===== config.mk =====
export PLATFORM = sky130hd
export DESIGN_NAME = int_sequencer_flat
export DESIGN_NICKNAME = d
export VERILOG_FILES = /design/src/rtl/cpu_pkg.sv /design/src/rtl/int_sequencer_if.sv /design/src/rtl/int_sequencer_edge_det.sv /design/src/rtl/int_sequencer.sv /design/src/flat_wrapper.sv
export SDC_FILE = /design/constraint.sdc
export NUM_CORES = 1
export LEC_CHECK = 0
export ABC_AREA = 1
export CORE_MARGIN = 1.5
export CORE_UTILIZATION = 50
export DETAILED_ROUTE_END_ITERATION = 10
export GPL_ROUTABILITY_DRIVEN = 1
export HOLD_SLACK_MARGIN = 0.1
export PLACE_DENSITY = 0.92
export SLEW_MARGIN = 20
export SYNTH_ARGS = -nofsm -noshare
export SYNTH_HDL_FRONTEND = slang
export SYNTH_SLANG_ARGS = --single-unit

===== constraint.sdc =====
create_clock -name clk -period 6.8 [get_ports clk]
set_input_delay 1.36 -clock clk [delete_from_list [all_inputs] [get_ports clk]]
set_output_delay 1.36 -clock clk [all_outputs]
set_load 0.02 [all_outputs]

===== src/rtl/cpu_pkg.sv =====
// Shared processor types: interrupt sequencer state encoding and default datapath widths.
package cpu_pkg;

  localparam int PC_W_DEF   = 32;
  localparam int WORD_W_DEF = 16;
  localparam int ADDR_W_DEF = 32;

  typedef enum logic [2:0] {
    IDLE,
    WAIT,
    PUSH_PC,
    PUSH_FLG,
    VEC_RD,
    VEC_LD,
    DONE
  } int_state_t;

endpackage


===== src/rtl/int_sequencer_if.sv =====
// Interrupt sequencer bus: interrupt pin, pipeline status, stack/vector memory
// strobes and PC load. master = sequencer, slave = processor side.
interface int_sequencer_if import cpu_pkg::*; #(
  parameter int PC_W   = PC_W_DEF,
  parameter int WORD_W = WORD_W_DEF,
  parameter int ADDR_W = ADDR_W_DEF
);

  logic              int_req;
  logic              mem_busy;
  logic              branch_flush;
  logic [PC_W-1:0]   pc_cur;
  logic [WORD_W-1:0] mem_rdata;

  logic              int_active;
  logic              stall_fetch;
  logic              flush;
  logic              mem_wr;
  logic              mem_rd;
  logic              push_flags;
  logic [WORD_W-1:0] push_word;
  logic [ADDR_W-1:0] mem_addr;
  logic              pc_load;
  logic [PC_W-1:0]   pc_new;
  logic              int_ack;

  modport master (
    input  int_req, mem_busy, branch_flush, pc_cur, mem_rdata,
    output int_active, stall_fetch, flush, mem_wr, mem_rd, push_flags,
           push_word, mem_addr, pc_load, pc_new, int_ack
  );

  modport slave (
    output int_req, mem_busy, branch_flush, pc_cur, mem_rdata,
    input  int_active, stall_fetch, flush, mem_wr, mem_rd, push_flags,
           push_word, mem_addr, pc_load, pc_new, int_ack
  );

endinterface


===== src/rtl/int_sequencer_edge_det.sv =====
// Interrupt request edge detector holding one pending request.
// INT_SYNC_EN adds a 2-flop synchroniser in front of the edge detector.
module int_edge_det (
  input  logic clk,
  input  logic rst,
  input  logic int_req,
  input  logic clr,
  output logic pending
);

  logic req_s;
  logic req_q;
  logic rise;

`ifdef INT_SYNC_EN
  logic [1:0] sync_q;

  always_ff @(posedge clk or posedge rst) begin
    if (rst) begin
      sync_q <= '0;
    end else begin
      sync_q <= {sync_q[0], int_req};
    end
  end

  assign req_s = sync_q[1];
`else
  assign req_s = int_req;
`endif

  assign rise = req_s & ~req_q;

  // NOTE: non-blocking assignments so every flop samples its pre-edge inputs.
  always_ff @(posedge clk or posedge rst) begin
    if (rst) begin
      req_q   <= 1'b0;
      pending <= 1'b0;
    end else begin
      req_q <= req_s;
      // A new edge wins over the clear, so it is not lost on sequence entry.
      if (rise) begin
        pending <= 1'b1;
      end else if (clr) begin
        pending <= 1'b0;
      end
    end
  end

endmodule


===== src/rtl/int_sequencer.sv =====
// Multi-cycle interrupt sequencer: waits for the memory stage, pushes PC and flags,
// fetches the vector and loads it into the PC. INT_SYNC_EN enables the input synchroniser.
module int_sequencer import cpu_pkg::*; #(
  parameter int          PC_W     = PC_W_DEF,
  parameter int          WORD_W   = WORD_W_DEF,
  parameter int unsigned VEC_ADDR = 0,
  parameter int          ADDR_W   = ADDR_W_DEF
) (
  input logic             clk,
  input logic             rst,
  int_sequencer_if.master bus
);

  localparam int                NW       = PC_W / WORD_W;
  localparam int                IDX_W    = $clog2(NW) + 1;
  localparam logic [IDX_W-1:0]  IDX_LAST = IDX_W'(NW - 1);

  int_state_t       state;
  logic [IDX_W-1:0] idx;
  logic [PC_W-1:0]  pc_lat;
  logic [PC_W-1:0]  vec_acc;
  logic [PC_W-1:0]  vec_full;
  logic             pending;
  logic             enter_push;

  function automatic logic [WORD_W-1:0] pc_word(input logic [PC_W-1:0] pc, input int w);
    return WORD_W'(pc >> (w * WORD_W));
  endfunction

  assign enter_push = (state == WAIT) && !bus.mem_busy && !bus.branch_flush;

  int_edge_det u_edge (
    .clk     (clk),
    .rst     (rst),
    .int_req (bus.int_req),
    .clr     (enter_push),
    .pending (pending)
  );

  // The last vector word arrives during VEC_LD, so the loaded PC merges it in directly.
  assign vec_full   = (vec_acc << WORD_W) | PC_W'(bus.mem_rdata);
  assign bus.pc_new = bus.pc_load ? vec_full : vec_acc;

  always_ff @(posedge clk or posedge rst) begin
    if (rst) begin
      state           <= IDLE;
      idx             <= '0;
      pc_lat          <= '0;
      vec_acc         <= '0;
      bus.int_active  <= 1'b0;
      bus.stall_fetch <= 1'b0;
      bus.flush       <= 1'b0;
      bus.mem_wr      <= 1'b0;
      bus.mem_rd      <= 1'b0;
      bus.push_flags  <= 1'b0;
      bus.push_word   <= '0;
      bus.mem_addr    <= '0;
      bus.pc_load     <= 1'b0;
      bus.int_ack     <= 1'b0;
    end else begin
      // Outputs are registered for the state being entered; anything not set drops to 0.
      bus.int_active  <= 1'b0;
      bus.stall_fetch <= 1'b0;
      bus.flush       <= 1'b0;
      bus.mem_wr      <= 1'b0;
      bus.mem_rd      <= 1'b0;
      bus.push_flags  <= 1'b0;
      bus.push_word   <= '0;
      bus.mem_addr    <= '0;
      bus.pc_load     <= 1'b0;
      bus.int_ack     <= 1'b0;

      case (state)
        IDLE: begin
          if (pending) begin
            state           <= WAIT;
            idx             <= '0;
            bus.stall_fetch <= 1'b1;
          end
        end

        WAIT: begin
          bus.stall_fetch <= 1'b1;
          if (enter_push) begin
            state          <= PUSH_PC;
            idx            <= '0;
            pc_lat         <= bus.pc_cur;
            bus.int_active <= 1'b1;
            bus.mem_wr     <= 1'b1;
            bus.flush      <= 1'b1;
            bus.push_word  <= pc_word(bus.pc_cur, NW - 1);
          end
        end

        PUSH_PC: begin
          bus.stall_fetch <= 1'b1;
          bus.int_active  <= 1'b1;
          bus.mem_wr      <= 1'b1;
          if (idx == IDX_LAST) begin
            state          <= PUSH_FLG;
            idx            <= '0;
            bus.push_flags <= 1'b1;
          end else begin
            idx           <= idx + IDX_W'(1);
            bus.push_word <= pc_word(pc_lat, NW - 2 - int'(idx));
          end
        end

        PUSH_FLG: begin
          state           <= VEC_RD;
          idx             <= '0;
          bus.stall_fetch <= 1'b1;
          bus.int_active  <= 1'b1;
          bus.mem_rd      <= 1'b1;
          bus.mem_addr    <= ADDR_W'(VEC_ADDR);
        end

        VEC_RD: begin
          bus.stall_fetch <= 1'b1;
          // Read data lags the strobe by one cycle, so nothing is valid in the first cycle.
          if (idx != '0) begin
            vec_acc <= vec_full;
          end
          if (idx == IDX_LAST) begin
            state       <= VEC_LD;
            idx         <= '0;
            bus.pc_load <= 1'b1;
          end else begin
            idx            <= idx + IDX_W'(1);
            bus.int_active <= 1'b1;
            bus.mem_rd     <= 1'b1;
            bus.mem_addr   <= ADDR_W'(VEC_ADDR) + ADDR_W'(idx) + ADDR_W'(1);
          end
        end

        VEC_LD: begin
          state       <= DONE;
          idx         <= '0;
          vec_acc     <= vec_full;
          bus.int_ack <= 1'b1;
        end

        DONE: begin
          state <= IDLE;
          idx   <= '0;
        end

        default: begin
          state <= IDLE;
          idx   <= '0;
        end
      endcase
    end
  end

endmodule


===== src/flat_wrapper.sv =====
// flat-port wrapper written by rule: the top's interface ports become plain ports
module int_sequencer_flat import cpu_pkg::*;
#(
  parameter int          PC_W     = PC_W_DEF,
  parameter int          WORD_W   = WORD_W_DEF,
  parameter int unsigned VEC_ADDR = 0,
  parameter int          ADDR_W   = ADDR_W_DEF
)
  (clk, rst, bus_int_req, bus_mem_busy, bus_branch_flush, bus_pc_cur, bus_mem_rdata, bus_int_active, bus_stall_fetch, bus_flush, bus_mem_wr, bus_mem_rd, bus_push_flags, bus_push_word, bus_mem_addr, bus_pc_load, bus_pc_new, bus_int_ack);
  int_sequencer_if #(.PC_W(PC_W), .WORD_W(WORD_W), .ADDR_W(ADDR_W)) bus_i ();
  input logic clk;
  input logic rst;
  input wire logic [$bits(bus_i.int_req)-1:0] bus_int_req;
  input wire logic [$bits(bus_i.mem_busy)-1:0] bus_mem_busy;
  input wire logic [$bits(bus_i.branch_flush)-1:0] bus_branch_flush;
  input wire logic [$bits(bus_i.pc_cur)-1:0] bus_pc_cur;
  input wire logic [$bits(bus_i.mem_rdata)-1:0] bus_mem_rdata;
  output wire logic [$bits(bus_i.int_active)-1:0] bus_int_active;
  output wire logic [$bits(bus_i.stall_fetch)-1:0] bus_stall_fetch;
  output wire logic [$bits(bus_i.flush)-1:0] bus_flush;
  output wire logic [$bits(bus_i.mem_wr)-1:0] bus_mem_wr;
  output wire logic [$bits(bus_i.mem_rd)-1:0] bus_mem_rd;
  output wire logic [$bits(bus_i.push_flags)-1:0] bus_push_flags;
  output wire logic [$bits(bus_i.push_word)-1:0] bus_push_word;
  output wire logic [$bits(bus_i.mem_addr)-1:0] bus_mem_addr;
  output wire logic [$bits(bus_i.pc_load)-1:0] bus_pc_load;
  output wire logic [$bits(bus_i.pc_new)-1:0] bus_pc_new;
  output wire logic [$bits(bus_i.int_ack)-1:0] bus_int_ack;
  assign bus_i.int_req = bus_int_req;
  assign bus_i.mem_busy = bus_mem_busy;
  assign bus_i.branch_flush = bus_branch_flush;
  assign bus_i.pc_cur = bus_pc_cur;
  assign bus_i.mem_rdata = bus_mem_rdata;
  assign bus_int_active = bus_i.int_active;
  assign bus_stall_fetch = bus_i.stall_fetch;
  assign bus_flush = bus_i.flush;
  assign bus_mem_wr = bus_i.mem_wr;
  assign bus_mem_rd = bus_i.mem_rd;
  assign bus_push_flags = bus_i.push_flags;
  assign bus_push_word = bus_i.push_word;
  assign bus_mem_addr = bus_i.mem_addr;
  assign bus_pc_load = bus_i.pc_load;
  assign bus_pc_new = bus_i.pc_new;
  assign bus_int_ack = bus_i.int_ack;
  int_sequencer #(.PC_W(PC_W), .WORD_W(WORD_W), .VEC_ADDR(VEC_ADDR), .ADDR_W(ADDR_W)) u_core (.clk(clk), .rst(rst), .bus(bus_i));
endmodule

-- Word level (Yosys, flattened, before mapping)
Index checks and enable logic that the tools add are counted.
- bits in registers: 127
- bits in latches: 0
- RAM bits: 0
- bits in read-only memories: 0
- input port bits: 53
- output and inout port bits: 88
- word-level logic and storage cells: 80
- memories kept: 0
- add/subtract/negate cells: 3
- $mul: 0
- div/mod/pow operators: 0
- $lt $le $gt $ge: 0
- equal/unequal tests: 11
- shifts and indexed selects: 1
- multiplexer cells: 31
- bitwise operators: 3
- reduce and logical (&&, ||, !) cells: 15
- operators with widths (kind ; count):
    two-way mux 32 bit ; 4
    case mux 32 bit (2 select lines) ; 1
    two-way mux 16 bit ; 2
    bitwise OR 32 x 16 -> 32 bit ; 1
    case mux 16 bit (2 select lines) ; 1
    right shift 32 x 32 -> 16 bit ; 1
    case mux 3 bit (6 select lines) ; 1
    two-way mux 3 bit ; 4
    two-way mux 1 bit ; 10
    != test 2 x 1 -> 1 bit (second input constant) ; 4
    equality test 3 x 2 -> 1 bit (second input constant) ; 2
    equality test 3 bit (second input constant) ; 2
    two-way mux 2 bit ; 3
    case mux 1 bit (2 select lines) ; 3
    case mux 2 bit (3 select lines) ; 1
    AND reduction 2 bit ; 3
    nonzero test 2 bit ; 3
    AND reduction 4 bit ; 1
    OR reduction 2 bit ; 2
    OR reduction 4 bit ; 1
    adder 2 x 1 -> 3 bit (second input constant) ; 1
    equality test 3 x 1 -> 1 bit (second input constant) ; 1
    zero test 3 bit ; 1
    case mux 1 bit (3 select lines) ; 1
    8 further kinds ; 10

-- Longest topological paths before layout
- depth in word-level cells: 5
- mapped depth: 10
- depth with buffers taken out: 8

-- Hierarchy
From an unflattened synthesis, not the netlist that was laid out.
- cell total of the unflattened synthesis: 499
- area total of the unflattened synthesis: 4461.8 um^2
- by module, submodules not included (module ; times used ; cells each ; area an instance (um^2) ; seq. area each (um^2)):
    int_sequencer ; 1 ; 491 ; 4389.2 ; 2402.3
    int_edge_det ; 1 ; 8 ; 72.6 ; 50.0

-- Worst setup path before layout
No wires, ideal clock.
- kind: input to output
- start point: in bus_mem_rdata[0]
- end point: out bus_pc_new[0]
- data arrival time: 1.634 ns
- setup slack: 3.806 ns
- cell stages on the path: 2
- cell sequence: nand2_1 -> o21ai_0
- word-level cells in the longest chain between the ends: 2
- ends and longest elaborated chain (item ; RTL line ; source):
    start: declaration ; flat_wrapper.sv:17 ; input wire logic [$bits(bus_i.mem_rdata)-1:0] bus_mem_rdata;
    bitwise OR 32 x 16 -> 32 bit ; int_sequencer.sv:41 ; assign vec_full = (vec_acc << WORD_W) | PC_W'(bus.mem_rdata);
    two-way mux 32 bit ; int_sequencer.sv:42 ; assign bus.pc_new = bus.pc_load ? vec_full : vec_acc;
    end: declaration ; flat_wrapper.sv:27 ; output wire logic [$bits(bus_i.pc_new)-1:0] bus_pc_new;
Every way passes these cells.

-- Worst setup path after layout
- start point: in bus_mem_rdata[1]
- end point: out bus_pc_new[1]
The elaborated chain is that of the path after synthesis.

==> results.txt <==
The number of gates given a new drive strength after cts came out at 0. The total power divided by cell area came out at ~420 nW/µm². The number of different library cells in the post-synthesis netlist came out at 22. The pin slew with the least headroom to its limit came out at about 960 ps.

The core region area is 8640 µm². The fraction of post-synthesis cell area in the top cell type by area came out at 0.557. The post-detailed-route count of antenna-violating nets is 0.

The maximum fanout along the worst path is 2. Counting every sink on the clock net gives 98. The data arrival time at the worst-slack endpoint came out at roughly 2700 ps. The area enclosed by the die boundary came out at around 9400 µm².

Counting the buffers created by CTS gives 9. The die is roughly 97 µm wide. The total global routing overflow came out at 0.

The critical path goes through clkdlybuf4s50_1 > nand2_1 > o21ai_0 > clkdlybuf4s50_1. The clock tree skew after final layout came out at 9.95 ps. By area the synthesized netlist is led by dfrtp_1 (56%), nand2_1 (13%), o21ai_0 (13%).

The clock-pin transition on the worst setup and hold timing paths came out at 100 ps. The non-filler instance count after layout is 736. The DRC violations left came out at 0. The final net count is between 600 and 700. The placement row count came out at 34. Of the synthesized area, sequential elements account for 0.557.

TritonCTS built the clock tree. The highest cell delay on the worst timing path came out at about 640 ps. The final HPWL from detailed placement is ~6.6 mm. The setup total negative slack is 0 ps. The effective utilization at floorplan came out at 0.510. The worst-path cell with the longest stage delay is clkdlybuf4s50_1.

Derived from the worst setup path, the maximum achievable clock frequency is approximately 250 MHz. The root buffer cell chosen for the clock tree is clkbuf_8. The total length of routed wires came out at around 9.4 mm. The count of vias placed by the detailed router is between 3000 and 4000.

The first-pass GRT wire length came out at approximately 16 mm. The longest clock path from root to sink contains 2 buffers. The routability congestion estimate from global placement came out at between 0.9 and 1.

The number of hold-repair buffers added at the cts stage came out at 0. The placed cell count came out at 720. STA puts the critical path data required time at ~5400 ps. The count of synthesis-stage warnings from yosys is 0.

The library cell used most frequently in the layout, excluding fill and tap cells, is nand2_1. In this run the mean area of a mapped cell was between 8 and 9 µm². The I/O pin total came out at about 140. The number of pins with negative max-slew slack in the final report came out at 0. The routed wirelength normalized by instance count is 12.8 µm.

The synthesized instance count is 523. The overall global routing resource usage came out at 0.209. The worst relative slew slack came out at 0.360. The static leakage is between 2 and 3 nW. The die span in y came out at approximately 97 µm. The summed instance area of the synthesized netlist is between 4000 and 5000 µm². The iteration count of the initial detailed-routing pass came out at 4. The max-cap check violation count came out at 0. Setup repair after global routing left no endpoint under its margin.

Among cell families on the critical path, the largest total delay comes from buffers and inverters. The buffer and inverter count on the worst path is 2. The post-layout minimum cycle time is ~4000 ps. The H-tree depth reported by CTS came out at 3. The run finished with clean final reports.

The initial DRC count is roughly 110. In this run the tool buffered the top-level ports with about 110 buffer cells. The number of global-route vias before repair came out at roughly 3600.

The routed via count divided by cell count is ~5. The worst IR drop on VDD is 0.183 mV. The library cells used most frequently in the layout, excluding fill and tap cells, are nand2_1 (153), o21ai_0 (113), clkdlybuf4s50_1 (111). The synthesized design spends more area on one cell type than any other, namely dfrtp_1. By instance count, the cell type seen most on the critical path is clkdlybuf4s50_1. The worst setup path is of the in -> out kind. The endpoint type of the worst setup path is a primary output.

0 antenna diodes ended up in the layout. The later pin in the worst-skew pair is clocked with a latency of approximately 360 ps. The ratio of cells with drive above 1 in the final layout came out at 0.0446. Entering global routing, the biggest net connects 74 pins. The number of buffers inserted by post-CTS setup repair came out at 0.

The initial antenna violation count came out at 0. The synthesis-to-layout area growth came out at 29.0%. The final worst hold slack came out at ~440 ps. The worst setup path is launched from an input port. The tightest min-delay check is of the reg -> reg type. Total power for the finished layout comes to 0.00240 W. The final critical-path share of the clock period is 0.591. The total of endpoints with negative setup slack in the final report came out at 0. In this run, synthesis produced a sequential element count of a little under 100. The number of failing hold endpoints at the final stage came out at 0.
[path summary, 6_finish.rpt]
kind	from	to	slack [ps]	cells past startpoint
min in group asynchronous	rst	u_core.vec_acc[30]	1320	2
setup reg to reg	u_core.idx[0]	u_core.vec_acc[13]	4360	6
hold / removal	u_core.u_edge.req_q	u_core.u_edge.pending	440	1
setup / recovery	bus_mem_rdata[1]	bus_pc_new[1]	2780	4
max in group asynchronous	rst	u_core.idx[0]	4250	3
hold reg to reg	u_core.u_edge.req_q	u_core.u_edge.pending	440	1
[layer usage]
metal / global-route usage / vias to the layer above / part of all wire
met1: 0.269 / 1640 / 0.41
met5: 0 / - / 0
met2: 0.348 / 152 / 0.50
li1: - / 1768 / -
met4: 0.0803 / 0 / 0.021
met3: 0.0455 / 22 / 0.068
[stage by stage]
step | cell area [µm²] | utilization | setup WS [ps]
3_3_place_gp | 5450 | 0.631 | 2810
5_1_grt | 5690 | 0.659 | 2690
2_1_floorplan | 4510 | - | 2880
4_1_cts | 5690 | 0.658 | 2780
3_5_place_dp | 5450 | 0.631 | 2780
6_report | 5690 | 0.659 | 2780
[Yosys cell counts (all sizes together)]
library cell and n:
nor2 15, conb 1, ha 4, dfrtp 98, nand4 1, o21ai 116, o22ai 1, nor3 1
clkbuf 13, inv 67, nand3 8, nand2 154, or2 1, nand3b 1, buf 40, a21oi 2
[final cells by class]
type | instances | area [µm²]
fillers | 691 | 2950
flip-flops and latches | 98 | 2450
multi-input cells | 333 | 1480
repair buffers | 114 | 1130
inverters | 67 | 254
clock buffers | 10 | 138
well taps | 108 | 135
clock inverters | 6 | 95.1
[cell families after synthesis]
logic type,after synthesis,share of synthesized area
AND/OR/NAND/NOR,181,0.164
buffers and inverters,120,0.132
AO/OA/AOI/OAI,119,0.135
flip-flops,98,0.557
adder cells (fa/ha/maj),4,0.0114
other,1,0.000851
[worst reg2reg max path, cell delays in order (launching register included)]
cell and delay, ps:
dfrtp_2 730, inv_1 200, ha_1 250, inv_1 70
nand2_1 60, nand2_2 700, o21ai_0 250
[flip-flops by register name (all words and copies together) (netlist names)]
signal / count
u_core.state: 3
u_core.pc_lat: 32
u_core.u_edge.pending: 1
u_core.bus.mem_wr: 1
u_core.bus.stall_fetch: 1
u_core.idx: 2
u_core.bus.mem_rd: 1
u_core.bus.pc_load: 1
u_core.bus.int_active: 1
u_core.bus.flush: 1
u_core.bus.int_ack: 1
u_core.vec_acc: 32
u_core.u_edge.req_q: 1
u_core.bus.push_flags: 1
u_core.bus.push_word: 16
u_core.bus.mem_addr: 3
[power breakdown]
part | switching [W] | internal (W)
Clock | 0.000203 | 0.000221
Combinational | 0.000611 | 0.000425
Sequential | 0.000128 | 0.000815
(Power assumes the default switching activity.)
